<file path="src/rtl/ftoi_pipe.sv">
// Three-stage IEEE-754 single -> int32 converter, round to nearest, ties away from zero.
// Define FTOI_SAT_EN for saturating out-of-range results; otherwise they read 0x80000000.
module ftoi_pipe (
    input  logic        clk,
    input  logic        rst,
    input  logic        in_valid,
    output logic        in_ready,
    input  logic [31:0] in_x,
    output logic        out_valid,
    input  logic        out_ready,
    output logic [31:0] out_y,
    output logic        out_ovf
);

    typedef enum logic [1:0] {
        CLS_ZERO = 2'd0,
        CLS_HALF = 2'd1,
        CLS_NORM = 2'd2,
        CLS_BIG  = 2'd3
    } cls_t;

    logic        stall_s;
    logic        v1_r, v2_r, v3_r;

    cls_t        cls_s;
    logic        s1_sign_r;
    logic [7:0]  s1_exp_r;
    logic [23:0] s1_man_r;
    cls_t        s1_cls_r;
    logic        s1_nan_r;
    logic        s1_min_r;

    logic [4:0]  rsh_s;
    logic [2:0]  lsh_s;
    logic [24:0] shr_s;
    logic [31:0] shl_s;
    logic [31:0] mag_s;
    logic        g_s;
    logic        s2_sign_r;
    cls_t        s2_cls_r;
    logic        s2_nan_r;
    logic        s2_min_r;
    logic [31:0] s2_mag_r;
    logic        s2_g_r;

    logic [31:0] r_s;
    logic [31:0] special_s;
    logic [31:0] y_s;
    logic        ovf_s;

    assign stall_s   = v3_r & ~out_ready;
    assign in_ready  = ~stall_s;
    assign out_valid = v3_r;

    // Classify the incoming exponent.
    always_comb begin
        cls_s = CLS_ZERO;
        if (in_x[30:23] < 8'd126) begin
            cls_s = CLS_ZERO;
        end else if (in_x[30:23] == 8'd126) begin
            cls_s = CLS_HALF;
        end else if (in_x[30:23] <= 8'd157) begin
            cls_s = CLS_NORM;
        end else begin
            cls_s = CLS_BIG;
        end
    end

    // Stage 1 registers: unpacked operand and its class.
    always_ff @(posedge clk or posedge rst) begin
        if (rst) begin
            v1_r      <= 1'b0;
            s1_sign_r <= 1'b0;
            s1_exp_r  <= 8'd0;
            s1_man_r  <= 24'd0;
            s1_cls_r  <= CLS_ZERO;
            s1_nan_r  <= 1'b0;
            s1_min_r  <= 1'b0;
        end else if (!stall_s) begin
            v1_r      <= in_valid;
            s1_sign_r <= in_x[31];
            s1_exp_r  <= in_x[30:23];
            s1_man_r  <= {1'b1, in_x[22:0]};
            s1_cls_r  <= cls_s;
            s1_nan_r  <= (in_x[30:23] == 8'hFF) && (in_x[22:0] != 23'd0);
            s1_min_r  <= (in_x == 32'hCF00_0000);
        end else begin
            v1_r      <= v1_r;
        end
    end

    // The extra low bit of the right shift catches the guard bit for free.
    always_comb begin
        rsh_s = 5'(8'd150 - s1_exp_r);
        lsh_s = 3'(s1_exp_r - 8'd150);
        shr_s = {s1_man_r, 1'b0} >> rsh_s;
        shl_s = {8'd0, s1_man_r} << lsh_s;
        mag_s = 32'd0;
        g_s   = 1'b0;
        case (s1_cls_r)
            CLS_HALF: begin
                mag_s = 32'd0;
                g_s   = 1'b1;
            end
            CLS_NORM: begin
                if (s1_exp_r <= 8'd150) begin
                    mag_s = {8'd0, shr_s[24:1]};
                    g_s   = shr_s[0];
                end else begin
                    mag_s = shl_s;
                    g_s   = 1'b0;
                end
            end
            default: begin
                mag_s = 32'd0;
                g_s   = 1'b0;
            end
        endcase
    end

    // Stage 2 registers: shifted magnitude and guard bit.
    always_ff @(posedge clk or posedge rst) begin
        if (rst) begin
            v2_r      <= 1'b0;
            s2_sign_r <= 1'b0;
            s2_cls_r  <= CLS_ZERO;
            s2_nan_r  <= 1'b0;
            s2_min_r  <= 1'b0;
            s2_mag_r  <= 32'd0;
            s2_g_r    <= 1'b0;
        end else if (!stall_s) begin
            v2_r      <= v1_r;
            s2_sign_r <= s1_sign_r;
            s2_cls_r  <= s1_cls_r;
            s2_nan_r  <= s1_nan_r;
            s2_min_r  <= s1_min_r;
            s2_mag_r  <= mag_s;
            s2_g_r    <= g_s;
        end else begin
            v2_r      <= v2_r;
        end
    end

    // Value reported for NaN, infinities and out-of-range magnitudes.
    always_comb begin
        special_s = 32'h8000_0000;
`ifdef FTOI_SAT_EN
        if (s2_nan_r) begin
            special_s = 32'h0000_0000;
        end else if (s2_sign_r) begin
            special_s = 32'h8000_0000;
        end else begin
            special_s = 32'h7FFF_FFFF;
        end
`else
        special_s = 32'h8000_0000;
`endif
    end

    // Round, apply sign, and pick the special-case result.
    always_comb begin
        r_s   = s2_mag_r + {31'd0, s2_g_r};
        y_s   = 32'd0;
        ovf_s = 1'b0;
        case (s2_cls_r)
            CLS_ZERO: begin
                y_s   = 32'd0;
                ovf_s = 1'b0;
            end
            CLS_HALF, CLS_NORM: begin
                y_s   = s2_sign_r ? (32'd0 - r_s) : r_s;
                ovf_s = 1'b0;
            end
            CLS_BIG: begin
                if (s2_min_r) begin
                    y_s   = 32'h8000_0000;
                    ovf_s = 1'b0;
                end else begin
                    y_s   = special_s;
                    ovf_s = 1'b1;
                end
            end
            default: begin
                y_s   = 32'd0;
                ovf_s = 1'b0;
            end
        endcase
    end

    // Stage 3 registers drive the outputs directly.
    always_ff @(posedge clk or posedge rst) begin
        if (rst) begin
            v3_r    <= 1'b0;
            out_y   <= 32'd0;
            out_ovf <= 1'b0;
        end else if (!stall_s) begin
            v3_r    <= v2_r;
            out_y   <= y_s;
            out_ovf <= ovf_s;
        end else begin
            v3_r    <= v3_r;
        end
    end

endmodule

</file>
<file path="config.mk">
export PLATFORM = sky130hd
export DESIGN_NAME = ftoi_pipe
export DESIGN_NICKNAME = d
export VERILOG_FILES = /design/src/rtl/ftoi_pipe.sv
export SDC_FILE = /design/constraint.sdc
export NUM_CORES = 1
export LEC_CHECK = 0
export ABC_AREA = 1
export CAP_MARGIN = 20
export CORE_MARGIN = 2
export CORE_UTILIZATION = 50
export DETAILED_ROUTE_END_ITERATION = 16
export PLACE_DENSITY = 0.71
export SLEW_MARGIN = 10
export SYNTH_ARGS = -nofsm -noshare
export SYNTH_HDL_FRONTEND = slang
export SYNTH_SLANG_ARGS = --single-unit
</file>
<file path="constraint.sdc">
create_clock -name clk -period 3.72 [get_ports clk]
set_input_delay 0.372 -clock clk [delete_from_list [all_inputs] [get_ports clk]]
set_output_delay 0.372 -clock clk [all_outputs]
set_load 0.01 [all_outputs]
</file>
==> impl_metrics.ini <==
[run_status]
outcome = finished clean

[critical_path]
crit_arrival_ns = 3.07
end_kind = flop
crit_path_start_kind = flop
path_max_fanout = 29
critPathKind = flop to flop
worst-endpoint-required_ns = 3.97

[sta]
min_period_over_period_pct = 76.0
rsz0062_at_grt = no
fin_skew_ns = 0.0101
finalWorstSetupSlack_ns = 0.893
hold_viol = 0
hold_slack_ns = 0.427
slew-limit-headroom_pct = 44.4
finalSetupViolCount = 0
slew_viol_final = 0
period_needed_ns = 2.83
max_freq_mhz = 354
tightestPinTransition_ns = 0.833
tns_ns = 0

[clock_network]
clk-insertion-delay-late_ns = 0.36
cts_sinks = 108
post_cts_resized = 0
clock-root-buffer = clkbuf_16
cts_tree = yes
postCtsHoldBufs = 0
clkTransAtPathRegs_ns = 0.08
clock_path_buffers = 2
cts_max_level = 3
cts_buffers = 9
post_cts_buffers = 0

[routing]
via_per_inst = 5.44
drt_wl_total_um = 23500
ant_nets = 0
dr.pass1.iters = 6
drtIter0Drc = 821
num_vias = 8164
wire_per_inst_um = 15.7
drc_errors = 0

[min_path]
hold_path.class = input port to async pin

[global_routing]
antenna_found_initial = 0
grt_pass1_vias = 7332
grt_pass1_wl_um = 37800
grt_usage_pct = 28.4
grt_overflow = 0
grt_max_degree = 90

[synthesis]
ys_seq_area_share_pct = 33.7
synth_warnings = 0
synth.top_cell.area_share_pct = 33.7
synthesis.instances = 1243
ys_ff_latch = 108
synthArstFlopShare_pct = 100
syn_area_mm2 = 0.00802
yosysUniqueCellTypes = 42
synth-edff-count = 0
syn_area_per_cell_um2 = 6.45
synth_flop_cell = dfrtp_1
synth_top_area_cell = dfrtp_1
synth_area_leaders = dfrtp_1 34%, nand2_1 19%, o21ai_0 11%
syn-num-nets = 1290

[power_and_ir_drop]
p_total_mw = 6.94
vdd_drop_max_uv = 282
power.density_mw_per_mm2 = 754
leakage_nw = 4.18

[final_layout]
nets = 1326
drive_gt1_share_pct = 6.54
diodes = 0
area_growth_pct = 14.9

[floorplan]
core_area_mm2 = 0.0158
die_y_um = 131
start_util_pct = 50.9
io_pins = 71
dieArea_mm2 = 0.0171
dieWidth_um = 131
num_rows = 46

[placed_design]
post-place-ws_ns = 0.915
post-dp-hpwl_um = 18200
place_congestion = 0.984
port_buffers = 70

[job]
maxCapViolations = 0
## cells in the mapped netlist, types with 2 or more instances
library cell,n
buf_1,10
clkbuf_1,46
nand2_1,402
inv_1,105
xnor2_1,2
nor3_1,16
ha_1,11
nand2_2,12
xor2_2,4
o22ai_1,9
o21ai_1,11
dfrtp_1,108
o31ai_1,5
o21bai_1,6
or2_2,5
a32o_1,6
xor2_1,9
nor2_4,8
nand4_1,10
mux2i_1,5
o211ai_1,6
nand3_1,76
clkinv_1,3
nand3_2,4
inv_2,3
nor2_1,104
o32ai_1,7
a31oi_1,7
a21oi_1,43
nor4_1,5
o21ai_0,173
buf_2,4
nor2_2,9
## final timing paths
| check | startpoint | end | slack (ns) | depth (start not counted) |
|---|---|---|---|---|
| max in group asynchronous | rst | s1_man_r[16]$_DFFE_PP0N_ | 2.53 | 3 |
| setup reg to reg | s1_exp_r[1]$_DFFE_PP0N_ | s2_mag_r[9]$_DFFE_PP0N_ | 0.89 | 6 |
| hold / removal | rst | out_y[4]$_DFFE_PP0N_ | 0.43 | 2 |
| hold reg to reg | s2_min_r$_DFFE_PP0N_ | out_ovf$_DFFE_PP0N_ | 0.46 | 1 |
| setup / recovery | s1_exp_r[1]$_DFFE_PP0N_ | s2_mag_r[9]$_DFFE_PP0N_ | 0.89 | 6 |
| min in group clk | s2_min_r$_DFFE_PP0N_ | out_ovf$_DFFE_PP0N_ | 0.46 | 1 |
## worst max-delay path, cell delays in order, from the launching register on
cell	delay, ns
dfrtp_1	0.44
buf_4	0.25
ha_1	0.80
inv_1	0.54
o21ai_0	0.33
nand2_1	0.09
a32o_1	0.26
## routing by layer
metal	GRT usage [%]	routed length, µm
met5	0	0
met4	10.1	715
met3	2.97	1290
met2	46.9	10800
met1	38.9	10600
## layout make-up
| cell class | instances | area, µm² |
|---|---|---|
| inverter | 111 | 419 |
| sequential | 108 | 2700 |
| fill | 1639 | 6560 |
| timing repair buffer | 85 | 826 |
| multi-input combinational | 964 | 4680 |
| clock inverter | 7 | 86.3 |
| tap | 216 | 270 |
| clock buffer | 9 | 225 |
## per-stage QoR
| step | cells | utilization [%] | cell area, µm² |
|---|---|---|---|
| final | 1500 | 58.4 | 9210 |
| after global routing | 1500 | 58.4 | 9210 |
| after floorplan | 1243 | - | 8020 |
| after global placement | 1484 | 56.5 | 8900 |
| after detailed placement | 1484 | 56.5 | 8900 |
| after CTS | 1500 | 58.4 | 9210 |
## where the power goes
| group | leakage, nW | switching (mW) | internal (mW) |
|---|---|---|---|
| sequential | 1.40 | 0.282 | 1.53 |
| combinational | 2.63 | 2.71 | 1.40 |
| clock | 0.151 | 0.530 | 0.487 |
## sequential cells by signal, indices dropped and copies added, names as in the netlist
register and count:
out_y 32, s1_man_r 24, s1_sign_r 1, s1_min_r 1
s2_min_r 1, v2_r 1, s2_mag_r 31, s1_cls_r 2
v1_r 1, out_ovf 1, s2_sign_r 1, out_valid 1
s1_exp_r 8, s2_g_r 1, s2_cls_r 2
## placed cells by master (no fill, tap or decap), drive strengths merged, types with 13 or more instances in the layout
master | synthesis | final
nand2 | 415 | 415
o21ai | 185 | 185
nor2 | 122 | 122
inv | 108 | 112
dfrtp | 108 | 108
nand3 | 80 | 80
clkdlybuf4s50 | 0 | 70
a21oi | 43 | 43
nor3 | 16 | 16
buf | 14 | 15
xor2 | 13 | 13
## kinds of logic (layout without fill, tap and decap cells)
kind of cell	count (synthesis)	after routing	synth area share (%)
AOI/OAI and AO/OA	279	279	19.2
xor gates and xnor gates	15	15	2.01
muxes	5	5	0.624
and+or+nand+nor	654	654	34.7
DFF	108	108	33.7
buffers and inverters	171	212	8.07
adders and majority gates	11	11	1.72
Power figures use the tool's default switching activity.
